**src/rtl/mem_lsu_if.sv**
```systemverilog
// ============================================================================
// mem_lsu_if : single-outstanding req/ack data bus between LSU and memory
// Rev 1.0
// ============================================================================
`default_nettype none

interface mem_lsu_if;
    logic        req;
    logic        we;
    logic [31:0] addr;
    logic [31:0] wdata;
    logic [3:0]  sel;
    logic [31:0] rdata;
    logic        ack;

    modport master (output req, we, addr, wdata, sel, input rdata, ack);
    modport slave  (input req, we, addr, wdata, sel, output rdata, ack);
endinterface

`default_nettype wire

```
**src/rtl/mem_lsu.sv**
```systemverilog
// ============================================================================
// mem_lsu : RV32I memory stage and mem_wb register (loads/stores over req/ack)
// Rev 1.0
// ============================================================================
`default_nettype none

module mem_lsu #(
    parameter int TIMEOUT     = 255,
    parameter int RADDR_WIDTH = 5
) (
    input  wire logic                   clk_i,
    input  wire logic                   rst_i,
    input  wire logic [RADDR_WIDTH-1:0] reg_waddr_i,
    input  wire logic                   reg_we_i,
    input  wire logic [31:0]            reg_wdata_i,
    input  wire logic                   mem_we_i,
    input  wire logic [31:0]            mem_addr_i,
    input  wire logic [31:0]            mem_data_i,
    input  wire logic [3:0]             mem_op_i,
    mem_lsu_if.master                   bus,
    output logic                        stallreq_o,
    output logic [RADDR_WIDTH-1:0]      reg_waddr_o,
    output logic                        reg_we_o,
    output logic [31:0]                 reg_wdata_o,
    output logic                        misalign_o,
    output logic                        bus_err_o
);

    localparam logic [3:0] OP_LB  = 4'd1;
    localparam logic [3:0] OP_LH  = 4'd2;
    localparam logic [3:0] OP_LW  = 4'd3;
    localparam logic [3:0] OP_LBU = 4'd4;
    localparam logic [3:0] OP_LHU = 4'd5;
    localparam logic [3:0] OP_SB  = 4'd6;
    localparam logic [3:0] OP_SH  = 4'd7;
    localparam logic [3:0] OP_SW  = 4'd8;

    localparam int                CNT_W    = $clog2(TIMEOUT + 1);
    localparam logic [CNT_W-1:0]  CNT_LAST = CNT_W'(TIMEOUT - 1);

    typedef enum logic [0:0] {IDLE = 1'b0, WAIT = 1'b1} state_t;

    state_t             state, state_nxt;
    logic [CNT_W-1:0]   cnt;
    logic [31:0]        lat_addr, lat_wdata;
    logic [3:0]         lat_sel;
    logic               lat_we;
    logic [3:0]         lat_op;
    logic [1:0]         lat_off;

    logic               is_load, is_store, sz_byte, sz_half, sz_word;
    logic               misaligned, access;
    logic [3:0]         sel_nxt;
    logic [31:0]        wdata_nxt, load_data;
    logic [7:0]         ld_byte;
    logic [15:0]        ld_half;

    logic               start, take_result, abort, mis_evt;
    logic               wb_we;
    logic [RADDR_WIDTH-1:0] wb_waddr;
    logic [31:0]        wb_wdata;

    logic               unused_inputs;
    assign unused_inputs = mem_we_i;

    // Access decode; unknown opcodes fall through as NOP.
    always_comb begin
        is_load  = 1'b0;
        is_store = 1'b0;
        sz_byte  = 1'b0;
        sz_half  = 1'b0;
        sz_word  = 1'b0;
        case (mem_op_i)
            OP_LB, OP_LBU: begin is_load  = 1'b1; sz_byte = 1'b1; end
            OP_LH, OP_LHU: begin is_load  = 1'b1; sz_half = 1'b1; end
            OP_LW:         begin is_load  = 1'b1; sz_word = 1'b1; end
            OP_SB:         begin is_store = 1'b1; sz_byte = 1'b1; end
            OP_SH:         begin is_store = 1'b1; sz_half = 1'b1; end
            OP_SW:         begin is_store = 1'b1; sz_word = 1'b1; end
            default: ;
        endcase
        access     = is_load | is_store;
        misaligned = (sz_half & mem_addr_i[0]) | (sz_word & (|mem_addr_i[1:0]));
    end

    always_comb begin
        sel_nxt   = 4'b1111;
        wdata_nxt = mem_data_i;
        if (sz_byte) begin
            sel_nxt   = 4'b0001 << mem_addr_i[1:0];
            wdata_nxt = {4{mem_data_i[7:0]}};
        end else if (sz_half) begin
            sel_nxt   = mem_addr_i[1] ? 4'b1100 : 4'b0011;
            wdata_nxt = {2{mem_data_i[15:0]}};
        end
        if (!is_store) begin
            wdata_nxt = 32'd0;
        end
    end

    always_comb begin
        case (lat_off)
            2'd0:    ld_byte = bus.rdata[7:0];
            2'd1:    ld_byte = bus.rdata[15:8];
            2'd2:    ld_byte = bus.rdata[23:16];
            default: ld_byte = bus.rdata[31:24];
        endcase
        ld_half = lat_off[1] ? bus.rdata[31:16] : bus.rdata[15:0];
        case (lat_op)
            OP_LB:   load_data = {{24{ld_byte[7]}}, ld_byte};
            OP_LBU:  load_data = {24'd0, ld_byte};
            OP_LH:   load_data = {{16{ld_half[15]}}, ld_half};
            OP_LHU:  load_data = {16'd0, ld_half};
            default: load_data = bus.rdata;
        endcase
    end

    always_ff @(posedge clk_i) begin
        if (rst_i) begin
            state <= IDLE;
        end else begin
            state <= state_nxt;
        end
    end

    always_comb begin
        state_nxt   = state;
        stallreq_o  = 1'b0;
        start       = 1'b0;
        take_result = 1'b0;
        abort       = 1'b0;
        mis_evt     = 1'b0;
        wb_we       = 1'b0;
        wb_waddr    = '0;
        wb_wdata    = 32'd0;
        case (state)
            IDLE: begin
                if (!access) begin
                    wb_we    = reg_we_i;
                    wb_waddr = reg_waddr_i;
                    wb_wdata = reg_wdata_i;
                end else if (misaligned) begin
                    mis_evt = 1'b1;
                end else begin
                    start      = 1'b1;
                    stallreq_o = 1'b1;
                    state_nxt  = WAIT;
                end
            end
            WAIT: begin
                // Ack takes priority over a coincident timeout.
                if (bus.ack) begin
                    take_result = 1'b1;
                    state_nxt   = IDLE;
                    if (!lat_we) begin
                        wb_we    = reg_we_i;
                        wb_waddr = reg_waddr_i;
                        wb_wdata = load_data;
                    end
                end else if (cnt == CNT_LAST) begin
                    abort     = 1'b1;
                    state_nxt = IDLE;
                end else begin
                    stallreq_o = 1'b1;
                end
            end
            default: state_nxt = IDLE;
        endcase
        if (rst_i) begin
            stallreq_o = 1'b0;
        end
    end

    always_ff @(posedge clk_i) begin
        if (rst_i) begin
            cnt         <= '0;
            lat_addr    <= 32'd0;
            lat_wdata   <= 32'd0;
            lat_sel     <= 4'd0;
            lat_we      <= 1'b0;
            lat_op      <= 4'd0;
            lat_off     <= 2'd0;
            reg_we_o    <= 1'b0;
            reg_waddr_o <= '0;
            reg_wdata_o <= 32'd0;
            misalign_o  <= 1'b0;
            bus_err_o   <= 1'b0;
        end else begin
            cnt <= (state == WAIT && state_nxt == WAIT) ? cnt + 1'b1 : '0;
            if (start) begin
                lat_addr  <= {mem_addr_i[31:2], 2'b00};
                lat_wdata <= wdata_nxt;
                lat_sel   <= sel_nxt;
                lat_we    <= is_store;
                lat_op    <= mem_op_i;
                lat_off   <= mem_addr_i[1:0];
            end
            reg_we_o    <= wb_we;
            reg_waddr_o <= wb_waddr;
            reg_wdata_o <= wb_wdata;
            misalign_o  <= mis_evt;
            bus_err_o   <= abort;
        end
    end

    assign bus.req   = (state == WAIT);
    assign bus.we    = lat_we;
    assign bus.addr  = lat_addr;
    assign bus.wdata = lat_wdata;
    assign bus.sel   = lat_sel;

endmodule

`default_nettype wire

```
**src/flat_wrapper.sv**
```systemverilog
// flat-port wrapper written by rule: the top's interface ports become plain ports
module mem_lsu_flat 
#(
    parameter int TIMEOUT     = 255,
    parameter int RADDR_WIDTH = 5
)
  (clk_i, rst_i, reg_waddr_i, reg_we_i, reg_wdata_i, mem_we_i, mem_addr_i, mem_data_i, mem_op_i, stallreq_o, reg_waddr_o, reg_we_o, reg_wdata_o, misalign_o, bus_err_o, bus_req, bus_we, bus_addr, bus_wdata, bus_sel, bus_rdata, bus_ack);
  mem_lsu_if bus_i ();
  input  wire logic clk_i;
  input  wire logic rst_i;
  input  wire logic [RADDR_WIDTH-1:0] reg_waddr_i;
  input  wire logic reg_we_i;
  input  wire logic [31:0] reg_wdata_i;
  input  wire logic mem_we_i;
  input  wire logic [31:0] mem_addr_i;
  input  wire logic [31:0] mem_data_i;
  input  wire logic [3:0] mem_op_i;
  output logic stallreq_o;
  output logic [RADDR_WIDTH-1:0] reg_waddr_o;
  output logic reg_we_o;
  output logic [31:0] reg_wdata_o;
  output logic misalign_o;
  output logic bus_err_o;
  output wire logic [$bits(bus_i.req)-1:0] bus_req;
  output wire logic [$bits(bus_i.we)-1:0] bus_we;
  output wire logic [$bits(bus_i.addr)-1:0] bus_addr;
  output wire logic [$bits(bus_i.wdata)-1:0] bus_wdata;
  output wire logic [$bits(bus_i.sel)-1:0] bus_sel;
  input wire logic [$bits(bus_i.rdata)-1:0] bus_rdata;
  input wire logic [$bits(bus_i.ack)-1:0] bus_ack;
  assign bus_req = bus_i.req;
  assign bus_we = bus_i.we;
  assign bus_addr = bus_i.addr;
  assign bus_wdata = bus_i.wdata;
  assign bus_sel = bus_i.sel;
  assign bus_i.rdata = bus_rdata;
  assign bus_i.ack = bus_ack;
  mem_lsu #(.TIMEOUT(TIMEOUT), .RADDR_WIDTH(RADDR_WIDTH)) u_core (.clk_i(clk_i), .rst_i(rst_i), .reg_waddr_i(reg_waddr_i), .reg_we_i(reg_we_i), .reg_wdata_i(reg_wdata_i), .mem_we_i(mem_we_i), .mem_addr_i(mem_addr_i), .mem_data_i(mem_data_i), .mem_op_i(mem_op_i), .bus(bus_i), .stallreq_o(stallreq_o), .reg_waddr_o(reg_waddr_o), .reg_we_o(reg_we_o), .reg_wdata_o(reg_wdata_o), .misalign_o(misalign_o), .bus_err_o(bus_err_o));
endmodule
```
**config.mk**
```make
export PLATFORM = sky130hd
export DESIGN_NAME = mem_lsu_flat
export DESIGN_NICKNAME = d
export VERILOG_FILES = /design/src/rtl/mem_lsu_if.sv /design/src/rtl/mem_lsu.sv /design/src/flat_wrapper.sv
export SDC_FILE = /design/constraint.sdc
export NUM_CORES = 1
export LEC_CHECK = 0
export BUFFER_PORTS_ARGS = -buffer_cell sky130_fd_sc_hd__buf_2
export CORE_ASPECT_RATIO = 1.4
export CORE_MARGIN = 2
export CORE_UTILIZATION = 50
export DETAILED_ROUTE_END_ITERATION = 10
export HOLD_SLACK_MARGIN = 0.03
export PLACE_DENSITY = 0.86
export SETUP_SLACK_MARGIN = 0.3
export SLEW_MARGIN = 10
export SYNTH_ARGS = -nofsm -noshare
export SYNTH_HDL_FRONTEND = slang
export SYNTH_SLANG_ARGS = --single-unit
```
**constraint.sdc**
```tcl
create_clock -name clk_i -period 4.65 [get_ports clk_i]
set_input_delay 0.465 -clock clk_i [delete_from_list [all_inputs] [get_ports clk_i]]
set_output_delay 0.465 -clock clk_i [all_outputs]
set_load 0.05 [all_outputs]
```
-- Yosys cells after proc, flatten, opt, wreduce, memory -nomap -nowiden
Index checks and enable logic that the tools add are counted.
- flip-flop bits (word level): 122
- bits of input ports: 142
- output and inout port bits: 111
- word-level logic and storage cells: 83
- $add $sub $neg: 1
- equal/unequal tests: 15
- shift operators: 1
- multiplexer cells: 35
- bitwise gates (word level): 7
- reductions and logical operators: 11
- operator list (kind ; count):
    two-way mux 32 bit ; 6
    case mux 32 bit (4 select lines) ; 1
    case mux 32 bit (2 select lines) ; 1
    == test 4 x 3 -> 1 bit (second input constant) ; 6
    case mux 8 bit (3 select lines) ; 1
    two-way mux 1 bit ; 16
    two-way mux 16 bit ; 1
    two-way mux 5 bit ; 3
    OR reduction 3 bit ; 5
    == test 4 x 2 -> 1 bit (second input constant) ; 3
    two-way mux 4 bit ; 3
    case mux 5 bit (2 select lines) ; 1
    adder 8 x 1 -> 8 bit (second input constant) ; 1
    == test 4 x 1 -> 1 bit (second input constant) ; 2
    == test 8 bit (second input constant) ; 1
    OR reduction 2 bit ; 3
    OR reduction 5 bit ; 1
    == test 4 bit (second input constant) ; 1
    case mux 1 bit (2 select lines) ; 2
    << shifter 1 x 2 -> 4 bit (first input constant) ; 1
    NOT 1 bit ; 3
    bitwise AND 1 bit ; 2
    == test 2 x 1 -> 1 bit (second input constant) ; 1
    == test 2 bit (second input constant) ; 1
    other kinds (3) ; 4

-- Longest topological paths before layout
Gate-level depths: netlist of the first run.
- depth in word-level cells: 11
- mapped depth: 8

-- Worst setup path after synthesis of the first run
OpenSTA, ideal clock, no wires.
- path type: input to output
- start point: input mem_op_i[0]
- end point: output stallreq_o
- data arrival time: 2783 ps
- path slack: 1402 ps
- stages: 7
- path buffers: 3
- cell sequence: buf_6 > o31a_1 > nor3_2 > o211ai_1 > buf_2 > buf_2 > o21ai_0
- cells in the longest elaborated chain, start to end: 9
- elaborated cells on any way between the ends: 24
- classes of those cells: 8 x eq/ne; 8 x mux; 4 x bitwise; 4 x reduce/logical
- ends and longest elaborated chain (element ; line ; RTL):
    start: declaration ; flat_wrapper.sv:17 ; input wire logic [3:0] mem_op_i;
    == test 4 x 2 -> 1 bit (tied with other cells) ; mem_lsu.sv:73 ; case (mem_op_i)
    OR reduction 3 bit (no line) or OR reduction 2 bit (tied branches) ; n/a ;
    two-way mux 1 bit ; mem_lsu.sv:73 ;
    bitwise AND 1 bit ; mem_lsu.sv:83 ; misaligned = (sz_half & mem_addr_i[0]) | (sz_word & (|mem_addr_i[1:0]));
    OR 1 bit ; mem_lsu.sv:83 ;
    two-way mux 1 bit ; mem_lsu.sv:142 ; end else if (misaligned) begin
    two-way mux 1 bit (*) ; mem_lsu.sv:138 ; if (!access) begin
    case mux 1 bit (2 select lines) (*) ; mem_lsu.sv:136 ; case (state)
    two-way mux 1 bit (*) ; mem_lsu.sv:169 ; if (rst_i) begin
    end: declaration ; flat_wrapper.sv:18 ; output logic stallreq_o;
Every way passes the cells marked *; elsewhere a longest branch is shown, timed or not.

-- Worst setup path after layout of the first run
- start point: register u_core.lat_off[1]
- end point: register u_core.reg_wdata_o[24]
- cells in the longest elaborated chain, start to end: 6
- elaborated cells on any way between the ends: 9
- classes of those cells: 2 x eq/ne; 6 x mux; 1 x reduce/logical
- ends and longest elaborated chain (element ; line ; RTL):
    start: declaration ; mem_lsu.sv:49 ; logic [1:0] lat_off;
    start signal: assignment ; mem_lsu.sv:196 ; lat_off <= mem_addr_i[1:0];
    == test 2 bit (tied with other cells) ; mem_lsu.sv:102 ; case (lat_off)
    case mux 8 bit (3 select lines) ; mem_lsu.sv:102 ;
    case mux 32 bit (4 select lines) (*) ; mem_lsu.sv:109 ; case (lat_op)
    two-way mux 32 bit (*) ; mem_lsu.sv:155 ; if (!lat_we) begin
    two-way mux 32 bit (*) ; mem_lsu.sv:152 ; if (bus.ack) begin
    case mux 32 bit (2 select lines) (*) ; mem_lsu.sv:136 ;
    end signal: assignment ; mem_lsu.sv:200 ; reg_wdata_o <= wb_wdata;
    end: declaration ; mem_lsu.sv:24 ; output logic [31:0] reg_wdata_o,
Marked as above.
A chain may end at the register's enable or synchronous reset.

==> results of run 1 <==
per-stage QoR:
stage	cells	hold WS, ns	utilization, %	power, W	worst slack (ns)
final	924	0.260	69.0	0.00305	1.88
after global routing	924	0.248	69.0	0.00317	1.72
after CTS	924	0.241	69.0	0.00307	1.94
after detailed placement	892	0.444	63.4	0.00179	1.62
after global placement	892	0.439	63.4	0.00178	1.74
after floorplan	541	0.430	-	0.00161	1.40
sequential cells by signal, summed over array words and instances (netlist names):
| register | count |
|---|---|
| u_core.lat_op | 4 |
| u_core.bus.wdata | 32 |
| u_core.bus.req | 1 |
| u_core.reg_waddr_o | 5 |
| u_core.bus.sel | 4 |
| u_core.bus.we | 1 |
| u_core.misalign_o | 1 |
| u_core.reg_we_o | 1 |
| u_core.bus_err_o | 1 |
| u_core.lat_off | 2 |
| u_core.cnt | 8 |
| u_core.bus.addr | 30 |
| u_core.reg_wdata_o | 32 |
metal layers:
layer	GRT usage (%)	up-vias	share of wire [%]
li1	-	2374	-
met2	46.5	283	51
met1	25.8	2272	36
met3	7.95	57	8.5
met5	0	-	0
met4	16.3	0	5.0
report_power, final:
part	switching, W	total [W]	internal, W	leakage [nW]
clock	0.000484	0.00127	0.000790	0.273
sequential	0.0000381	0.00115	0.00111	0.996
combinational	0.000426	0.000629	0.000203	2.22
layout make-up:
| type | count | area [um2] | area share (%) |
|---|---|---|---|
| clock buffers | 18 | 429 | 6.04 |
| clock inverters | 14 | 149 | 2.10 |
| inverters | 2 | 7.51 | 0.106 |
| multi-input cells | 376 | 2620 | 36.9 |
| flip-flops and latches | 122 | 2440 | 34.4 |
| well taps | 138 | 173 | 2.43 |
| repair buffers | 254 | 1280 | 18.1 |
synthesized netlist by cell type, drive strengths merged (9+ instances only):
| library cell | n | area (um2) |
|---|---|---|
| a21oi | 20 | 100 |
| a22o | 16 | 140 |
| buf | 24 | 141 |
| clkbuf | 17 | 63.8 |
| dfxtp | 122 | 2440 |
| mux2i | 60 | 601 |
| nand2 | 43 | 161 |
| nor2 | 79 | 297 |
| nor3 | 9 | 60.1 |
| o21ai | 43 | 219 |
| o2bb2ai | 16 | 203 |
critical path, stage by stage, from the launching register on:
cell     delay, ns
dfxtp_1       0.86
mux4_2        0.62
nand2_1       0.07
nand2_1       0.20
o21ai_2       0.61
o21ai_0       0.24
path summary, 6_finish.rpt:
check | endpoint | cells after the start
worst max register to register | u_core.reg_wdata_o[24] | 5
worst min-delay path | u_core.reg_wdata_o[19] | 3
worst min register to register | u_core.bus.sel[1] | 2
worst max-delay path | u_core.reg_wdata_o[24] | 5
cell usage in the layout, fill, tap and decap left out, types with 5 or more instances in the layout:
cell / n
nor2_1: 79
nand2_1: 43
dfxtp_1: 122
o2bb2ai_2: 10
nor3_1: 6
clkbuf_16: 17
a22o_1: 16
a21boi_0: 7
mux2i_1: 60
buf_4: 5
buf_2: 249
a21oi_1: 20
and2_1: 7
mux2_2: 8
o2bb2ai_1: 6
mux4_2: 8
a22oi_1: 7
o21ai_0: 40
cell families (layout without fill, tap and decap cells):
| group | Yosys count | count (layout) | synth area share (%) |
|---|---|---|---|
| AOI/OAI and AO/OA | 123 | 123 | 16.8 |
| DFF | 122 | 122 | 46.4 |
| adders and majority gates | 2 | 2 | 0.475 |
| xor gates and xnor gates | 7 | 7 | 1.16 |
| and+or+nand+nor | 166 | 166 | 14.5 |
| buffers and inverters | 43 | 288 | 4.04 |
| other | 1 | 2 | 0.0712 |
| muxes | 76 | 76 | 16.5 |
==> results.json, run 1 <==
{
  "status": "finished, final reports clean",
  "cts_setup_buffers": 0,
  "max_freq_ghz": 0.361,
  "post_dp_cell_area_um2": 6520,
  "critPathLaunch": "u_core.lat_off[1]",
  "grt_max_degree": 50,
  "gp_congestion": 0.894,
  "cts_buffers": 17,
  "hold_class": "primary input to flip-flop",
  "end_kind": "flip-flop",
  "area_delta_synth_final_pct": 34.9,
  "nets": 917,
  "synth_ff_type": "dfxtp_1",
  "antenna_found_initial": 0,
  "ir_worst_vdd_uv": 270,
  "hold_buffers": 0,
  "period_minus_slack_ns": 2.77,
  "ys_types": 51,
  "async_reset_ff_share_pct": 0,
  "die_h_um": 125,
  "finalCritPeriodShare_pct": 59.6,
  "ys_seq_elements": 122,
  "grt_first_pass_wirelength_um": 23700,
  "finalSetupViolations": 0,
  "grt_pass1_vias": 4938,
  "grt-ovfl-total": 0,
  "finalMaxSlewViolations": 0,
  "finClkSkew_ns": 0.00778,
  "p_per_area_nw_per_um2": 429,
  "path_clk_slew_ns": 0.05,
  "final_area_um2": 7100,
  "fillers": 796,
  "worstSetupPathType": "flip-flop to flip-flop",
  "hold_start": "reg_wdata_i[19]",
  "ant_nets": 0,
  "gr-usage-all-layers_pct": 26.0,
  "worst-r2r-setup-slack_ns": 1.88,
  "setup-tns-final_ns": 0,
  "vias": 4986,
  "slew-limit-headroom_pct": 17.2,
  "finalHoldViolCount": 0,
  "cap_violations": 0,
  "routed_wl_um": 15000,
  "antenna_cells": 0,
  "io_buffers": 249,
  "r2r_start": "u_core.lat_off[1]",
  "root_buffer": "clkbuf_16",
  "netlist_area_um2": 5270,
  "critPathArrivalTime_ns": 3.01,
  "yosys_warnings": 0,
  "die-area_um2": 11400,
  "startpoint_type": "flip-flop",
  "dr.pass1.iters": 4,
  "worstMarginPinSlew_ns": 1.23,
  "clk_latency_ns": 0.40,
  "htreeDepth": 4,
  "path_max_fanout": 18,
  "rsz0062_at_grt": "no",
  "synthesis.instances": 540,
  "power.leakage_nw": 3.49,
  "cts_tree": "done",
  "drt_iter0_drc": 182,
  "vias_per_cell": 5.40,
  "seq_area_frac_synth_pct": 46.4,
  "ios": 253,
  "cts_resized": 0,
  "drcViolationCount": 0,
  "start_util_pct": 51.2,
  "die_width_um": 90.7,
  "clk_path_buf_depth": 2,
  "core_um2": 10300,
  "dp_hpwl_um": 11400,
  "drt-wirelength-per-cell_um": 16.2,
  "drive_above_1_share_pct": 40.7,
  "syn-mean-instance-area_um2": 9.75,
  "synth_edf_count": 0,
  "critPathRequiredTime_ns": 4.89,
  "cts.sinks": 122,
  "core.rowCount": 44
}
Power figures use the tool's default switching activity.
==> run 2: changes to the inputs <==
CORE_UTILIZATION = 42   (was 50)
PLACE_DENSITY = 0.77   (was 0.86)
clock period = 2.4 ns   (was 4.65 ns; I/O delays follow)
==> results.json, run 2 (synthesis results as in run 1) <==
{
  "drcViolationCount": 0,
  "r2r-end": "u_core.reg_wdata_o[27]",
  "finalWorstSetupSlack_ns": 0.412,
  "routed_wl_um": 15200,
  "grt_max_degree": 48,
  "holdWs_ns": 0.0439,
  "wl_met3_um": 1200,
  "root_buffer": "clkbuf_16",
  "drt-wirelength-per-cell_um": 15.5,
  "clk_latency_ns": 0.42,
  "finalSetupViolations": 0,
  "place_ws_ns": -0.0940,
  "critPathRequiredTime_ns": 2.16,
  "worst-r2r-cell-count": 5,
  "finalCritPeriodShare_pct": 82.8,
  "clk_path_buf_depth": 2,
  "antenna_cells": 0,
  "finalHoldViolCount": 0,
  "die_width_um": 98.6,
  "area_delta_synth_final_pct": 43.6,
  "path_cells": "buf_2, buf_4, o31a_1, nor3_2, o211ai_1, buf_6, o21ai_4, buf_4",
  "dp.cells": 926,
  "core_um2": 12300,
  "hold_start": "reg_wdata_i[28]",
  "vias": 5059,
  "cp_slowest_cell": "o31a_1",
  "grt-ovfl-total": 0,
  "drive_above_1_share_pct": 41.3,
  "cts_tree": "done",
  "rsz0062_at_grt": "no",
  "status": "finished, final reports clean",
  "power.leakage_nw": 3.72,
  "holdPathEnd": "u_core.reg_wdata_o[28]",
  "power_w": 0.00598,
  "cap_violations": 0,
  "end_kind": "output pin",
  "core.rowCount": 48,
  "critPathArrivalTime_ns": 1.75,
  "gr-usage-all-layers_pct": 22.1,
  "grt_first_pass_wirelength_um": 23600,
  "fin_cells": 983,
  "cts_buffers": 17,
  "utilization_pct": 61.4,
  "grt_pass1_vias": 4937,
  "worstSetupPathType": "primary input to output pin",
  "worst-r2r-setup-slack_ns": 0.45,
  "finClkSkew_ns": 0.0103,
  "dp_hpwl_um": 11300,
  "ant_nets": 0,
  "p_per_area_nw_per_um2": 791,
  "die-area_um2": 13500,
  "hold_class": "primary input to flip-flop",
  "regArea_um2": 2440,
  "ios": 253,
  "crit_buf_inv": 4,
  "final_common_cell": "buf_2",
  "dr.pass1.iters": 6,
  "drt-met1-wl_um": 5720,
  "period_minus_slack_ns": 1.99,
  "finalMaxSlewViolations": 0,
  "worstMarginPinSlew_ns": 0.723,
  "multi_input_area_um2": 2650,
  "antenna_found_initial": 0,
  "slew-limit-headroom_pct": 51.5,
  "r2r_start": "u_core.lat_off[1]",
  "crit_path_max_incr_delay_ns": 0.30,
  "max_freq_ghz": 0.503,
  "htreeDepth": 4,
  "mostFrequentLayoutCells": "buf_2, dfxtp_1, nor2_1",
  "startpoint_type": "primary input",
  "hold-path-cell-count": 3,
  "cpMostUsedCell": "buf_4",
  "nets": 964,
  "path_max_fanout": 25,
  "gp_congestion": 0.853,
  "io_buffers": 249,
  "ir_worst_vdd_uv": 423,
  "fillers": 1074,
  "drt_iter0_drc": 170,
  "path_clk_slew_ns": 0.06,
  "die_h_um": 136,
  "cts.sinks": 122,
  "highest_layer": "met4",
  "vias_per_cell": 5.15,
  "crit_family": "buffers and inverters",
  "met2WireLength_um": 7680,
  "start_util_pct": 42.8
}
==> run 2: cell count changes in the layout (fill, tap and decap cells not counted), sizes merged <==
cell / delta
dlygate4sd3: +25
buf: +22
clkbuf: +2
inv: -2
clkinv: +1
clkinvlp: -1
==> run 2: area by class of cell <==
| cell class | instances | share of cell area (%) |
|---|---|---|
| Timing Repair Buffer | 301 | 22.5 |
| Sequential cell | 122 | 32.3 |
| Clock buffer | 20 | 5.91 |
| Inverter | 2 | 0.0993 |
| Multi-Input combinational cell | 376 | 35.0 |
| Clock inverter | 12 | 1.65 |
| Tap cell | 150 | 2.48 |
==> run 2: worst reg2reg max path: cells and delay by family (launching register included) <==
family           cells  cell delay, ns
flip-flops           1            0.35
AO/OA/AOI/OAI        2            0.64
AND/OR/NAND/NOR      2            0.31
multiplexers         1            0.52
==> run 2: how the worst max path moves through the flow <==
stage / start / end / slack [ns] / cells after the start
6_report: mem_op_i[1] / stallreq_o / 0.41 / 8
3_5_place_dp: mem_op_i[0] / u_core.bus.wdata[20] / -0.09 / 7
3_3_place_gp: mem_op_i[0] / u_core.bus.wdata[20] / -0.07 / 7
4_1_cts: u_core.bus.req / stallreq_o / 0.32 / 5
2_1_floorplan: mem_op_i[0] / stallreq_o / 0.40 / 7
5_1_grt: mem_op_i[3] / stallreq_o / 0.30 / 8
==> run 2: where the power goes <==
group / internal (W) / switching, W / leakage, nW / total (W)
Combinational: 0.000451 / 0.000852 / 2.45 / 0.00130
Sequential: 0.00215 / 0.0000532 / 0.996 / 0.00220
Clock: 0.00155 / 0.000933 / 0.276 / 0.00248
==> run 2: what timing repair did <==
item | CTS | global route
resized for setup | 4 | 2
buffers inserted | 0 | 0
endpoints found under the setup margin | 14 | 1
hold buffers | 25 | 0
endpoints found under the hold margin | 25 | 0
==> run 2: per-stage QoR <==
step	cell area, um2	setup TNS, ns
after floorplan	5280	0
after global placement	6720	-0.432
after detailed placement	6720	-0.536
after CTS	7560	0
after global routing	7560	0
final	7560	0
==> run 2: layer usage <==
layer  track usage (%)  vias up
met4              13.2        0
met2              39.4      259
met5                 0        -
met1              23.2     2286
li1                  -     2470
met3              5.98       44
